--- src/rtl/vga_pkg.sv ---
// Shared 640x480 raster timing constants and the pixel coordinate types used by
// vga_sync_generator and pixel_receiver.
package vga_pkg;

  localparam int unsigned H_VISIBLE   = 640;
  localparam int unsigned H_FRONT     = 16;
  localparam int unsigned H_SYNC      = 96;
  localparam int unsigned H_BACK      = 48;
  localparam int unsigned H_TOTAL     = H_VISIBLE + H_FRONT + H_SYNC + H_BACK;

  localparam int unsigned V_VISIBLE   = 480;
  localparam int unsigned V_FRONT     = 10;
  localparam int unsigned V_SYNC      = 2;
  localparam int unsigned V_BACK      = 33;
  localparam int unsigned V_TOTAL     = V_VISIBLE + V_FRONT + V_SYNC + V_BACK;

  localparam int unsigned WIDTH_BITS  = 10;
  localparam int unsigned HEIGHT_BITS = 9;
  localparam int unsigned PIXEL_BITS  = 12;
  localparam int unsigned COUNT_BITS  = 10;

  localparam logic SYNC_ACTIVE = 1'b0;

  typedef logic [WIDTH_BITS-1:0]  pixel_x_t;
  typedef logic [HEIGHT_BITS-1:0] pixel_y_t;
  typedef logic [COUNT_BITS-1:0]  count_t;

  // Inclusive window test on raster counters.
  function automatic logic in_window(input count_t val, input count_t lo, input count_t hi);
    return (val >= lo) && (val <= hi);
  endfunction

endpackage

--- src/rtl/vga_sync_generator_if.sv ---
// Raster timing bundle between the sync generator (master) and its consumer (slave).
interface vga_sync_generator_if;
  import vga_pkg::*;

  logic     pixel_enable_in;
  logic     h_sync_out;
  logic     v_sync_out;
  logic     video_on_out;
  pixel_x_t pixel_x_out;
  pixel_y_t pixel_y_out;
  logic     frame_start_out;
  logic     line_end_out;

  modport master (
    input  pixel_enable_in,
    output h_sync_out, v_sync_out, video_on_out,
           pixel_x_out, pixel_y_out, frame_start_out, line_end_out
  );

  modport slave (
    output pixel_enable_in,
    input  h_sync_out, v_sync_out, video_on_out,
           pixel_x_out, pixel_y_out, frame_start_out, line_end_out
  );
endinterface

--- src/rtl/mod_counter.sv ---
// Enable-gated modulo counter; wrap_o flags the enabled edge that returns it to zero.
module mod_counter #(
  parameter int unsigned MODULUS = 800,
  parameter int unsigned WIDTH   = 10
) (
  input  logic             clk_i,
  input  logic             rst_ni,
  input  logic             en_i,
  output logic [WIDTH-1:0] count_o,
  output logic             wrap_o
);

  localparam logic [WIDTH-1:0] LAST = WIDTH'(MODULUS - 1);

  logic [WIDTH-1:0] count_q, count_d;

  always_comb begin
    wrap_o  = en_i && (count_q == LAST);
    count_d = count_q;
    if (en_i) begin
      count_d = wrap_o ? '0 : count_q + WIDTH'(1);
    end
  end

  always_ff @(posedge clk_i or negedge rst_ni) begin
    if (!rst_ni) begin
      count_q <= '0;
    end else begin
      count_q <= count_d;
    end
  end

  assign count_o = count_q;

endmodule

--- src/rtl/vga_sync_generator.sv ---
// VGA raster timing generator: registers the decode of the current (h,v) on each
// pixel tick, so outputs trail the counters by one enabled edge.
module vga_sync_generator #(
  parameter int unsigned H_VISIBLE   = vga_pkg::H_VISIBLE,
  parameter int unsigned H_FRONT     = vga_pkg::H_FRONT,
  parameter int unsigned H_SYNC      = vga_pkg::H_SYNC,
  parameter int unsigned H_BACK      = vga_pkg::H_BACK,
  parameter int unsigned V_VISIBLE   = vga_pkg::V_VISIBLE,
  parameter int unsigned V_FRONT     = vga_pkg::V_FRONT,
  parameter int unsigned V_SYNC      = vga_pkg::V_SYNC,
  parameter int unsigned V_BACK      = vga_pkg::V_BACK,
  parameter logic        SYNC_ACTIVE = vga_pkg::SYNC_ACTIVE
) (
  input  logic                 clock_in,
  input  logic                 reset_n_in,
  vga_sync_generator_if.master timing
);
  import vga_pkg::*;

  localparam int unsigned LINE_TOTAL  = H_VISIBLE + H_FRONT + H_SYNC + H_BACK;
  localparam int unsigned FRAME_LINES = V_VISIBLE + V_FRONT + V_SYNC + V_BACK;

  localparam count_t H_VIS_C   = count_t'(H_VISIBLE);
  localparam count_t HS_FIRST  = count_t'(H_VISIBLE + H_FRONT);
  localparam count_t HS_LAST   = count_t'(H_VISIBLE + H_FRONT + H_SYNC - 1);
  localparam count_t H_LAST_C  = count_t'(LINE_TOTAL - 1);
  localparam count_t V_VIS_C   = count_t'(V_VISIBLE);
  localparam count_t VS_FIRST  = count_t'(V_VISIBLE + V_FRONT);
  localparam count_t VS_LAST   = count_t'(V_VISIBLE + V_FRONT + V_SYNC - 1);

  count_t h_count, v_count;
  logic   h_wrap, v_wrap;

  mod_counter #(.MODULUS(LINE_TOTAL), .WIDTH(COUNT_BITS)) u_h_counter (
    .clk_i   (clock_in),
    .rst_ni  (reset_n_in),
    .en_i    (timing.pixel_enable_in),
    .count_o (h_count),
    .wrap_o  (h_wrap)
  );

  mod_counter #(.MODULUS(FRAME_LINES), .WIDTH(COUNT_BITS)) u_v_counter (
    .clk_i   (clock_in),
    .rst_ni  (reset_n_in),
    .en_i    (timing.pixel_enable_in && h_wrap),
    .count_o (v_count),
    .wrap_o  (v_wrap)
  );

  logic     h_sync_q, h_sync_d;
  logic     v_sync_q, v_sync_d;
  logic     video_on_q, video_on_d;
  pixel_x_t pixel_x_q, pixel_x_d;
  pixel_y_t pixel_y_q, pixel_y_d;
  logic     frame_start_q, frame_start_d;
  logic     line_end_q, line_end_d;
  logic     visible;

  always_comb begin
    visible       = (h_count < H_VIS_C) && (v_count < V_VIS_C);
    h_sync_d      = h_sync_q;
    v_sync_d      = v_sync_q;
    video_on_d    = video_on_q;
    pixel_x_d     = pixel_x_q;
    pixel_y_d     = pixel_y_q;
    // Pulses drop on every clock that is not an enabled edge.
    frame_start_d = 1'b0;
    line_end_d    = 1'b0;
    if (timing.pixel_enable_in) begin
      h_sync_d      = in_window(h_count, HS_FIRST, HS_LAST) ? SYNC_ACTIVE : ~SYNC_ACTIVE;
      v_sync_d      = in_window(v_count, VS_FIRST, VS_LAST) ? SYNC_ACTIVE : ~SYNC_ACTIVE;
      video_on_d    = visible;
      pixel_x_d     = visible ? pixel_x_t'(h_count) : '0;
      pixel_y_d     = visible ? pixel_y_t'(v_count) : '0;
      frame_start_d = (h_count == '0) && (v_count == '0);
      line_end_d    = (h_count == H_LAST_C);
    end
  end

  always_ff @(posedge clock_in or negedge reset_n_in) begin
    if (!reset_n_in) begin
      h_sync_q      <= ~SYNC_ACTIVE;
      v_sync_q      <= ~SYNC_ACTIVE;
      video_on_q    <= 1'b0;
      pixel_x_q     <= '0;
      pixel_y_q     <= '0;
      frame_start_q <= 1'b0;
      line_end_q    <= 1'b0;
    end else begin
      h_sync_q      <= h_sync_d;
      v_sync_q      <= v_sync_d;
      video_on_q    <= video_on_d;
      pixel_x_q     <= pixel_x_d;
      pixel_y_q     <= pixel_y_d;
      frame_start_q <= frame_start_d;
      line_end_q    <= line_end_d;
    end
  end

  // The vertical counter may only roll over on the same edge as the horizontal one.
  a_v_wrap_on_h_wrap: assert property (@(posedge clock_in) disable iff (!reset_n_in)
    v_wrap |-> h_wrap);

  assign timing.h_sync_out      = h_sync_q;
  assign timing.v_sync_out      = v_sync_q;
  assign timing.video_on_out    = video_on_q;
  assign timing.pixel_x_out     = pixel_x_q;
  assign timing.pixel_y_out     = pixel_y_q;
  assign timing.frame_start_out = frame_start_q;
  assign timing.line_end_out    = line_end_q;

endmodule

--- src/flat_wrapper.sv ---
// flat-port wrapper written by rule: the top's interface ports become plain ports
module vga_sync_generator_flat import vga_pkg::*;
#(
  parameter int unsigned H_VISIBLE   = vga_pkg::H_VISIBLE,
  parameter int unsigned H_FRONT     = vga_pkg::H_FRONT,
  parameter int unsigned H_SYNC      = vga_pkg::H_SYNC,
  parameter int unsigned H_BACK      = vga_pkg::H_BACK,
  parameter int unsigned V_VISIBLE   = vga_pkg::V_VISIBLE,
  parameter int unsigned V_FRONT     = vga_pkg::V_FRONT,
  parameter int unsigned V_SYNC      = vga_pkg::V_SYNC,
  parameter int unsigned V_BACK      = vga_pkg::V_BACK,
  parameter logic        SYNC_ACTIVE = vga_pkg::SYNC_ACTIVE
)
  (clock_in, reset_n_in, timing_pixel_enable_in, timing_h_sync_out, timing_v_sync_out, timing_video_on_out, timing_pixel_x_out, timing_pixel_y_out, timing_frame_start_out, timing_line_end_out);
  vga_sync_generator_if timing_i ();
  input  logic clock_in;
  input  logic reset_n_in;
  input wire logic [$bits(timing_i.pixel_enable_in)-1:0] timing_pixel_enable_in;
  output wire logic [$bits(timing_i.h_sync_out)-1:0] timing_h_sync_out;
  output wire logic [$bits(timing_i.v_sync_out)-1:0] timing_v_sync_out;
  output wire logic [$bits(timing_i.video_on_out)-1:0] timing_video_on_out;
  output wire logic [$bits(timing_i.pixel_x_out)-1:0] timing_pixel_x_out;
  output wire logic [$bits(timing_i.pixel_y_out)-1:0] timing_pixel_y_out;
  output wire logic [$bits(timing_i.frame_start_out)-1:0] timing_frame_start_out;
  output wire logic [$bits(timing_i.line_end_out)-1:0] timing_line_end_out;
  assign timing_i.pixel_enable_in = timing_pixel_enable_in;
  assign timing_h_sync_out = timing_i.h_sync_out;
  assign timing_v_sync_out = timing_i.v_sync_out;
  assign timing_video_on_out = timing_i.video_on_out;
  assign timing_pixel_x_out = timing_i.pixel_x_out;
  assign timing_pixel_y_out = timing_i.pixel_y_out;
  assign timing_frame_start_out = timing_i.frame_start_out;
  assign timing_line_end_out = timing_i.line_end_out;
  vga_sync_generator #(.H_VISIBLE(H_VISIBLE), .H_FRONT(H_FRONT), .H_SYNC(H_SYNC), .H_BACK(H_BACK), .V_VISIBLE(V_VISIBLE), .V_FRONT(V_FRONT), .V_SYNC(V_SYNC), .V_BACK(V_BACK), .SYNC_ACTIVE(SYNC_ACTIVE)) u_core (.clock_in(clock_in), .reset_n_in(reset_n_in), .timing(timing_i));
endmodule
--- config.mk ---
export PLATFORM = sky130hd
export DESIGN_NAME = vga_sync_generator_flat
export DESIGN_NICKNAME = d
export VERILOG_FILES = /design/src/rtl/vga_pkg.sv /design/src/rtl/vga_sync_generator_if.sv /design/src/rtl/mod_counter.sv /design/src/rtl/vga_sync_generator.sv /design/src/flat_wrapper.sv
export SDC_FILE = /design/constraint.sdc
export NUM_CORES = 1
export LEC_CHECK = 0
export CORE_ASPECT_RATIO = 1.2
export CORE_MARGIN = 5
export CORE_UTILIZATION = 55
export CTS_CLUSTER_SIZE = 14
export DETAILED_ROUTE_END_ITERATION = 8
export GPL_ROUTABILITY_DRIVEN = 0
export PLACE_DENSITY_LB_ADDON = 0.2
export RECOVER_POWER = 25
export SYNTH_ARGS = -nofsm -noshare
export SYNTH_HDL_FRONTEND = slang
export SYNTH_SLANG_ARGS = --single-unit
export TNS_END_PERCENT = 20
--- constraint.sdc ---
create_clock -name clock_in -period 5.7 [get_ports clock_in]
set_input_delay 1.14 -clock clock_in [delete_from_list [all_inputs] [get_ports clock_in]]
set_output_delay 1.14 -clock clock_in [all_outputs]
set_load 0.02 [all_outputs]
### After elaboration in Yosys (flattened, before gate mapping)

Index checks and enable logic that the tools add are counted.

* order comparisons: 6
* muxes and demuxes: 8
* reductions and logical operators: 9
* $add $sub $neg: 2
* equality and inequality tests: 2

Operator list (count)
* $mux 10: 3
* $add 10x1->10 const B: 2
* $eq 10x10->1 const B: 2
* $logic_not 10->1: 2
* $ge 10x10->1 const B: 1
* $ge 10x9->1 const B: 1
* $le 10x10->1 const B: 1
* $le 10x9->1 const B: 1
* $lt 10x10->1 const B: 1
* $lt 10x9->1 const B: 1
* $mux 9: 1
* $logic_and 1x1->1: 7
* $mux 1: 4

* bits in registers: 44
* bits of input ports: 3
* output and inout bits: 24
* logic and storage cells: 36

### Logic depth before layout (Yosys ltp)

* depth in word-level cells: 5
* mapped depth: 7
* depth with buffers taken out: 6

### Cells and area by module

Synthesis repeated with hierarchy kept, for this count alone.

* cells, all modules: 172
* area, all modules: 2055.7 um^2

Modules (own cells, without submodules)
* vga_sync_generator: area each 984.7 um^2, instances 1, seq. area each 603.1 um^2, cells each 73
* mod_counter at u_core.u_v_counter: area each 544.3 um^2, instances 1, seq. area each 250.2 um^2, cells each 52
* mod_counter at u_core.u_h_counter: area each 526.8 um^2, instances 1, seq. area each 250.2 um^2, cells each 47

### Worst setup path before layout

OpenSTA, ideal clock, no wires.

* kind: input to register
* start point: input port timing_pixel_enable_in
* end point: register u_core.u_v_counter.count_q[8] (netlist: u_core.u_v_counter.count_o[8])
* path buffers: 0
* arrival time: 2.291 ns
* stages on the path: 5
* library setup time: 0.127 ns
* slack: 3.282 ns
* required time: 5.573 ns
* path through: nand4_2 -> or4_4 -> clkinv_4 -> nand4_1 -> mux2_1

* longest elaborated chain between the ends: 4

RTL lines
* from (decl): line flat_wrapper.sv:18 `input wire logic [$bits(timing_i.pixel_enable_in)-1:0] timing_pixel_enable_in;`
* $logic_and 1x1->1 (*): line mod_counter.sv:18 `wrap_o = en_i && (count_q == LAST);`
* net u_core.h_wrap: line vga_sync_generator.sv:32 `logic h_wrap, v_wrap;`
* $logic_and 1x1->1 (*): line vga_sync_generator.sv:45 `.en_i (timing.pixel_enable_in && h_wrap),`
* $logic_and 1x1->1: line mod_counter.sv:18
* $mux 10: line mod_counter.sv:21 `count_d = wrap_o ? '0 : count_q + WIDTH'(1);`
* to (signal assigned): line mod_counter.sv:29 `count_q <= count_d;`
* to (decl): line mod_counter.sv:15 `logic [WIDTH-1:0] count_q, count_d;`

Mark *: on every way through the listed nets, which the timed path passes. The rest lies on a longest branch.
A chain may end at the register's enable or synchronous reset.

### Worst setup path in the final report

Ends and elaborated chain as after synthesis.

==> metrics.yaml <==
pwr:
  power.static_leakage_nw: 1.10
  worst_ir_drop_vdd_mv: 0.219
  power_per_cell_area_mw_per_mm2: 320
clocking:
  clk_latency_ns: 0.30
  cts-htree-levels: 2
  clk_path_buf_depth: 2
  tritoncts.num_buffers: 5
  path_clk_slew_ns: 0.09
  cts_repair_resize_count: 0
  cts_post_setup_buffers_inserted: 0
  cts_tree: "built"
  cts.sink_count: 44
  root_buffer: "sky130_fd_sc_hd__clkbuf_8"
  post_cts_hold_buffer_count: 0
sta:
  timing_worst_slew_pin_value_ns: 2.20
  slew_violations: 45
  max_freq_mhz: 316
  finalHoldViolations: 0
  portion_of_the_clock_cycle_consumed_by_the_worst_path_in_the_final_layout_pct: 55.5
  timing.final.crit_period_ns: 3.16
  post_route_setup_tns_ns: 0
  relSlewSlack_pct: -46.4
  skew_ns: 0.00751
  finalWorstSetupSlack_ns: 2.54
  rsz0062_at_grt: "no"
  setup_viol: 0
worst_hold_path:
  min_path_cells: 1
  worst_hold_startpoint: "u_core.timing.video_on_out$_DFFE_PN0P_"
  min_path_type: "register to register"
  hold_end: "u_core.timing.video_on_out$_DFFE_PN0P_"
status:
  status: "finished with violations"
  failed_checks: "capacitance limit, slew limit"
setup_path:
  worstSetupStartpoint: "timing_pixel_enable_in"
  crit_path_cell_trace: "clkdlybuf4s50_1 > nand4_2 > or4_4 > clkinv_4 > nand4_1 > mux2_1"
  delay_of_the_slowest_cell_on_the_worst_path_ns: 0.79
  worst_ep_required_time_ns: 5.89
  criticalPathCategory: "input pin to register"
  reg2reg_depth: 6
  slowest_cell_on_the_critical_path: "sky130_fd_sc_hd__clkdlybuf4s50_1"
  register_to_register_setup_slack_ns: 3.61
  endpoint_kind: "register"
  critical_path.reg2reg.endpoint: "u_core.u_v_counter.count_o[8]$_DFFE_PN0P_"
  r2r_start: "u_core.u_h_counter.count_o[1]$_DFFE_PN0P_"
  cp_max_fo: 16
  arrival_time_of_data_at_the_critical_path_endpoint_ns: 3.35
  cp-start-kind: "input pin"
synthesis:
  ys_seq_area_share_pct: 55.4
  syn-cell-area_mm2: 0.00199
  syn-num-nets: 186
  synth.lib_cells_used.distinct: 39
  synth-edff-count: 0
  synth-async-reset-ratio_pct: 100
  synth.top_cells.by_area: "sky130_fd_sc_hd__dfrtp_1, sky130_fd_sc_hd__a22o_1, sky130_fd_sc_hd__dfstp_2"
  synth_largest_area_cell: "sky130_fd_sc_hd__dfrtp_1"
  syn-mean-instance-area_um2: 11.1
  ys_seq_elements: 44
  synth_largest_type_area_fraction_pct: 52.8
  number_of_warning_messages_in_the_yosys_log: 0
  netlist_instances: 179
  yosys_most_used_dff: "sky130_fd_sc_hd__dfrtp_1"
detailed_routing:
  drtIter0Drc: 101
  wl_per_cell_um: 16.0
  drc: 0
  postRouteWirelength_mm: 3.81
  drt_pass1_iterations: 4
  vias: 1392
  vias_per_cell: 5.85
  antenna_left: 0
floorplan:
  design.core.area_mm2: 0.00357
  placementRows: 24
  chipWidth_um: 64.9
  fp.dieArea_mm2: 0.00493
  initial_standard_cell_utilization_of_the_core_pct: 55.7
  chipHeight_um: 75.9
  ioPinCount: 27
final_layout:
  layout-drive-gt1-share_pct: 9.05
  layout.cells.most_common: "sky130_fd_sc_hd__dfrtp_1"
  postLayoutCoreUtil_pct: 65.7
  final_net_count: 205
  num_antenna_cells: 0
  layout.cells.most_common_list: "sky130_fd_sc_hd__dfrtp_1, sky130_fd_sc_hd__clkdlybuf4s50_1, sky130_fd_sc_hd__a22o_1"
  flow.area_growth_from_synthesis_pct: 17.9
grt:
  global_route_wire_length_before_repair_mm: 6.65
  congestion_overflow_gr: 0
  all_layer_gr_usage_pct: 17.5
  grt_max_degree: 45
  antenna_found_initial: 0
  first_global_vias: 1377
placed_design:
  preCtsSetupSlack_ns: 2.24
  dp_hpwl_mm: 2.74
  port_buffers: 26
job:
  timing.max_cap.violations: 1
[logic make-up after synthesis]
kind of cell    count (synthesis)  synth area share, %
compound gates                 35                 13.1
fa+ha+maj                       4                 2.51
flops                          44                 55.4
simple gates                   62                 18.0
buf+inv                        21                 4.71
xor+xnor                        9                 3.96
mux                             4                 2.20
[where the power goes]
part | total (mW) | switching (mW) | leakage (nW) | internal (mW)
Sequential | 0.390 | 0.0457 | 0.577 | 0.344
Combinational | 0.119 | 0.0590 | 0.471 | 0.0598
Clock | 0.242 | 0.110 | 0.0548 | 0.132
Total | 0.751 | 0.215 | 1.10 | 0.536
[worst max-delay path by stage]
stage                                                      to  slack, ns  cells past startpoint
floorplan           u_core.u_v_counter.count_o[8]$_DFFE_PN0P_       3.28                      5
global placement    u_core.u_v_counter.count_o[8]$_DFFE_PN0P_       2.31                      6
detailed placement  u_core.u_v_counter.count_o[8]$_DFFE_PN0P_       2.24                      6
CTS                 u_core.u_v_counter.count_o[8]$_DFFE_PN0P_       2.56                      6
global route        u_core.u_h_counter.count_o[8]$_DFFE_PN0P_       2.35                      1
finish              u_core.u_v_counter.count_o[8]$_DFFE_PN0P_       2.54                      6
[worst max-delay path: cells and delay by family]
| family | cells | cell delay (ns) |
|---|---|---|
| buffers and inverters | 2 | 0.91 |
| muxes | 1 | 0.33 |
| and+or+nand+nor | 3 | 0.97 |
[per-stage QoR]
step | hold WS (ns) | instance area, um2 | instances | power [mW]
CTS | 0.488 | 2350 | 238 | 0.760
detailed placement | 0.468 | 2230 | 230 | 0.517
global placement | 0.461 | 2230 | 230 | 0.512
global route | 0.509 | 2350 | 238 | 0.789
finish | 0.481 | 2350 | 238 | 0.751
floorplan | 0.495 | 1990 | 179 | 0.463
[sequential cells by signal, indices dropped and copies added (netlist names)]
signal / count
u_core.timing.line_end_out: 1
u_core.timing.video_on_out: 1
u_core.timing.pixel_x_out: 10
u_core.timing.frame_start_out: 1
u_core.u_v_counter.count_o: 10
u_core.timing.h_sync_out: 1
u_core.timing.v_sync_out: 1
u_core.timing.pixel_y_out: 9
u_core.u_h_counter.count_o: 10
[layer usage]
| layer | share of wire, % | track usage [%] | wire (um) | vias to the layer above |
|---|---|---|---|---|
| li1 | - | - | - | 672 |
| met1 | 45 | 23.4 | 1710 | 670 |
| met2 | 47 | 27.0 | 1800 | 45 |
| met3 | 6.0 | 4.44 | 228 | 5 |
| met4 | 1.7 | 6.98 | 63 | 0 |
| met5 | 0 | 0 | 0 | - |
[synthesized netlist by cell type (2+ instances only)]
| master | count |
|---|---|
| sky130_fd_sc_hd__mux2_2 | 2 |
| sky130_fd_sc_hd__buf_2 | 2 |
| sky130_fd_sc_hd__nor2_1 | 14 |
| sky130_fd_sc_hd__dfrtp_1 | 42 |
| sky130_fd_sc_hd__ha_1 | 4 |
| sky130_fd_sc_hd__o21ai_0 | 6 |
| sky130_fd_sc_hd__inv_1 | 5 |
| sky130_fd_sc_hd__nor3_1 | 6 |
| sky130_fd_sc_hd__nand4_1 | 5 |
| sky130_fd_sc_hd__a22o_1 | 19 |
| sky130_fd_sc_hd__and3_1 | 4 |
| sky130_fd_sc_hd__a21o_1 | 4 |
| sky130_fd_sc_hd__xor2_1 | 5 |
| sky130_fd_sc_hd__dfstp_2 | 2 |
| sky130_fd_sc_hd__xnor2_1 | 4 |
| sky130_fd_sc_hd__a21oi_1 | 4 |
| sky130_fd_sc_hd__and4_1 | 3 |
| sky130_fd_sc_hd__nand3_1 | 8 |
| sky130_fd_sc_hd__nand2_1 | 10 |
| sky130_fd_sc_hd__clkbuf_1 | 11 |
[final cells by class]
class                   count  area [um2]
inverters                   7        31.3
fillers                   292        1230
flip-flops and latches     44        1100
multi-input cells         114         793
clock buffers               5        68.8
well taps                  39        48.8
repair buffers             26         254
clock inverters             3        46.3
No activity file was read; power rests on OpenSTA's default activity.
==> patch 1: new RTL, same settings <==
Change the package constant `COUNT_BITS` from 10 to 5.
--- a/src/rtl/vga_pkg.sv
+++ b/src/rtl/vga_pkg.sv
@@ -18,5 +18,5 @@
   localparam int unsigned HEIGHT_BITS = 9;
   localparam int unsigned PIXEL_BITS  = 12;
-  localparam int unsigned COUNT_BITS  = 10;
+  localparam int unsigned COUNT_BITS  = 5;
 
   localparam logic SYNC_ACTIVE = 1'b0;
Check against the original RTL: not equivalent (Yosys sat finds a counterexample within 4 cycles, from zero or initial values and one cycle with reset_n_in low).
==> patch 1 against the original RTL <==
Worst setup slack improved by 0.62 ns; wire length fell by 61%; sequential share of layout area fell by 8.6 points; final area fell by 61%; area after synthesis fell by 55%; sequential cell count fell by 30; power fell by 51%; synthesized cell count fell by 48%; final cell count fell by 50%; clock power fell by 77%; sequential power fell by 56%; largest power group unchanged.
==> patch 1: results (changes against the original RTL) <==
run_status:
  status: "complete, no violations"
timing:
  hold_ws_ns: 0.4904  # +0.009655 ns
  fin_worst_skew_ns: 0.002873  # -0.004637 ns
  worstMarginPinSlew_ns: 0.6246  # -1.571 ns
  max_freq_mhz: 392.4  # +24%
power:
  p_comb_share_pct: 38.8  # +23 points
  p_leak_uw: 0.0004823  # -56%
  ir_worst_vdd_mv: 0.2324  # +5.9%
  finalPower_uw: 366.3  # -51%
  seqPwrFrac_pct: 46.4  # -5.5 points
  power_switching_uw: 144.4  # -33%
setup_path:
  crit_start: "u_core.timing.v_sync_out"
  rr_worst_depth: 7  # +1
  crit_end: "timing_v_sync_out"
  cp_top_family: "buffers and inverters"
  path_max_fanout: 2  # -14
  cpPeakStageDelay_ns: 0.60  # -0.19 ns
  r2r_start: "u_core.u_h_counter.count_o[0]"
  rrSetupSlack_ns: 3.76  # +0.15 ns
drt:
  routedWlPerCell_um: 12.49  # -22%
  met1Wirelength_um: 579  # -66%
  drtIter0Drc: 18  # -82%
  route.met3.wl_um: 58  # -75%
  dr_wl_met2_um: 826  # -54%
  vias: 581  # -58%
synthesis:
  synth.area.top_cells: "dfrtp_1, buf_4, ha_1"
  synth_cell_types: 28  # -28%
  synth_common_cells: "buf_4, dfrtp_1, ha_1, inv_1"
  syn-mean-instance-area_um2: 9.619  # -14%
global_route:
  grt_max_degree: 17  # -62%
  grt.total_usage_pct: 13.38  # -4.1 points
  grt_pass1_vias: 555  # -60%
  grt_pass1_wl_um: 2421  # -64%
  use_met2_pct: 23.30  # -3.7 points
  grtUsageMet3_pct: 2.676  # -1.8 points
  grt_use_met1_pct: 15.54  # -7.9 points
hold_path:
  min_from: "u_core.timing.h_sync_out"
  whs_endpoint: "u_core.timing.h_sync_out"
  min_path_cells: 2  # +1
layout:
  drive_above_1_share_pct: 9.000  # -0.045 points
  multi_input_area_um2: 427.9  # -46%
  num-nets-final: 112  # -45%
  nFillCells: 151  # -48%
  finalNonFillerCells: 118  # -50%
clock_tree:
  cts_root_buf: "clkbuf_4"
  cts_buffers: 3  # -2
  insertion_delay_ns: 0.27  # -0.03 ns
place:
  hpwl_um: 1159  # -58%
  pre_cts_slack_ns: 2.992  # +0.7566 ns
  numPortBuffers: 6  # -77%
==> patch 1: changes by cell type in the layout (fill, tap and decap cells not counted), moves of 6 or more <==
| cell | unedited run | this run |
|---|---|---|
| nor2_1 | 14 | 6 |
| conb_1 | 0 | 20 |
| clkdlybuf4s50_1 | 25 | 5 |
| dfrtp_1 | 42 | 12 |
| a22o_1 | 19 | 0 |
| nor3_1 | 6 | 0 |
| nand3_1 | 8 | 2 |
==> patch 1: final cells by class <==
cell class	instances	area share, %
tap	18	2.456
sequential	14	38.47
inverter	8	3.411
clock buffer	3	2.456
timing repair buffer	6	6.548
multi-input combinational	69	46.66
==> patch 1: logic make-up after synthesis <==
| family | after synthesis | synth area share, % |
|---|---|---|
| compound gates | 13 | 8.951 |
| mux | 4 | 4.615 |
| buf+inv | 29 | 20.70 |
| other cells | 1 | 0.4192 |
| simple gates | 25 | 16.09 |
| fa+ha+maj | 7 | 9.790 |
| flops | 14 | 39.44 |
==> patch 2: new RTL, same flow settings <==
Without the edit above. Make the reset (`reset_n_in` and `rst_ni`) synchronous in 2 clocked blocks.
--- a/src/rtl/mod_counter.sv
+++ b/src/rtl/mod_counter.sv
@@ -23,5 +23,5 @@
   end
 
-  always_ff @(posedge clk_i or negedge rst_ni) begin
+  always_ff @(posedge clk_i) begin
     if (!rst_ni) begin
       count_q <= '0;
--- a/src/rtl/vga_sync_generator.sv
+++ b/src/rtl/vga_sync_generator.sv
@@ -78,5 +78,5 @@
   end
 
-  always_ff @(posedge clock_in or negedge reset_n_in) begin
+  always_ff @(posedge clock_in) begin
     if (!reset_n_in) begin
       h_sync_q      <= ~SYNC_ACTIVE;
Function: differs if reset_n_in is asserted again (counterexample within 4 cycles, from zero or initial values and one cycle with reset_n_in low); with reset_n_in held inactive, the same outputs for 10 cycles.
==> patch 2 against the original RTL <==
Sequential cell count unchanged; hold slack worse by 0.0067 ns; final area down 7.1%; synthesized cell count up 8.4%; critical path type unchanged; die area down 6.3%; worst setup slack worse by 0.17 ns; area after synthesis down 7.4%; wire length up 7.0%.
Power is not compared: it rests on default switching activity, and its combinational part moved more than twofold at a synthesized area within 25%.
==> patch 2: results (changes against the original RTL) <==
hold_path:
  whs_endpoint: "u_core.timing.pixel_y_out[3]"
  hp-class: "reg2reg"
  min_from: "u_core.timing.pixel_y_out[3]"
  min_path_cells: 1  # unchanged
run_status:
  status: "complete, no violations"
synthesis:
  synth.area.top_cells: "dfxtp_1, a22o_1, nor2_1"
  async_reset_ff_share_pct: 0  # -100 points
  ys.flop_type: "dfxtp_1"
  synth_cell_types: 39  # unchanged
  syn_nets: 201  # +8.1%
  yosys_warnings: 0  # unchanged
  seq_area_frac_synth_pct: 47.76  # -7.7 points
  synth_common_cells: "dfxtp_1, nor2_1, a22o_1"
power:
  ir_worst_vdd_mv: 0.2079
  p_leak_uw: 0.0007955
clock_tree:
  htreeDepth: 2  # unchanged
  path_clk_slew_ns: 0.07  # -0.02 ns
  clk_path_buf_depth: 2  # unchanged
  postCtsSetupBuffers: 0  # unchanged
  insertion_delay_ns: 0.29
  cts_root_buf: "clkbuf_8"
  ctsHoldBuffers: 0  # unchanged
  cts.repair.resized: 0  # unchanged
setup_path:
  crit_start: "timing_pixel_enable_in"
  path_max_fanout: 17  # +1
  r2r_end: "u_core.timing.pixel_y_out[2]"
  r2r_start: "u_core.u_v_counter.count_o[6]"
  rr_worst_depth: 4  # -2
  start_kind: "input port"
  crit_arrival_ns: 3.57  # +0.22 ns
  rrSetupSlack_ns: 3.68  # +0.07 ns
layout:
  antenna-diode-count: 0  # unchanged
  num-nets-final: 222  # +8.3%
  nFillCells: 279  # -4.5%
  drive_above_1_share_pct: 4.630  # -4.4 points
drt:
  drtIter0Drc: 84  # -17%
  via_per_inst: 6.040  # +3.3%
  routedWlPerCell_um: 16.09  # +0.62%
  drtPass1Iterations: 5  # +1
place:
  pre_cts_slack_ns: 2.150  # -0.08504 ns
  place_area_um2: 2090  # -6.4%
  hpwl_um: 2915  # +6.2%
  numPortBuffers: 26  # unchanged
timing:
  worstMarginPinSlew_ns: 1.128  # -1.068 ns
  fin_worst_skew_ns: 0.007961  # +0.0004511 ns
global_route:
  grt_pass1_vias: 1528  # +11%
  grt_max_degree: 23  # -49%
  antenna_found_initial: 0  # unchanged
  grt.total_usage_pct: 19.04  # +1.5 points
  grt_pass1_wl_um: 6969  # +4.8%
job:
  cap_violations: 0  # -1
-- patch 2: changes by cell type in the layout (fill, tap and decap cells not counted), moves of 4 or more --
cell             delta
dfrtp_1            -42
dfxtp_1            +44
nor2_1              +4
clkdlybuf4s50_1    -15
dlygate4sd3_1      +16
nand4_1             +4
a21o_1              -4
or3_1               +4
a21oi_1             +6
-- patch 2: kinds of logic after synthesis --
logic type      after synthesis  share of synthesized area (%)
fa+ha+maj                     4                          2.714
flops                        44                          47.76
buf+inv                      20                          4.953
simple gates                 74                          23.75
compound gates               41                          15.54
xor+xnor                     10                          4.749
mux                           1                         0.5428
-- patch 2: cell type report --
cell class                 count  area [um2]  area share [%]
inverter                       8       30.03           1.378
timing repair buffer          26       260.3           11.94
sequential                    44       880.8           40.41
multi-input combinational    130       872.1           40.01
clock buffer                   8       90.09           4.133
tap                           37       46.29           2.124
-- patch 2: worst max path at each step --
stage                                    endpoint  slack, ns  cells past startpoint
floorplan           u_core.u_v_counter.count_o[4]       3.42                      5
global placement     u_core.timing.pixel_y_out[0]       2.33                      5
detailed placement   u_core.timing.pixel_y_out[2]       2.15                      5
CTS                  u_core.timing.pixel_y_out[2]       2.43                      5
global route         u_core.timing.pixel_y_out[2]       2.11                      5
finish               u_core.timing.pixel_y_out[2]       2.36                      5
-- patch 2: critical path, stage by stage --
cell and delay, ns:
dlygate4sd3_1 0.84, inv_1 0.19, nor4b_1 0.51, and2_1 0.63, a22o_1 0.26
-- patch 2: per-stage QoR --
stage / hold WS (ns) / instances
final: 0.4741 / 253
after global routing: 0.4966 / 253
after CTS: 0.4818 / 253
after detailed placement: 0.4598 / 245
after global placement: 0.4563 / 245
after floorplan: 0.4855 / 194
-- patch 2: report_power, final --
group          internal [uW]  switching (uW)  leakage [uW]
registers                310            3.21      0.000355
logic                   9.19            16.5      0.000395
clock network           98.9            98.6     0.0000455
-- patch 2: metal layers --
layer	share of wire (%)	vias to the layer above	GRT usage [%]
met5	0	-	0
met4	1.4	0	6.840
met3	5.4	5	5.810
met2	54	46	34.78
met1	39	725	20.67
li1	-	752	-
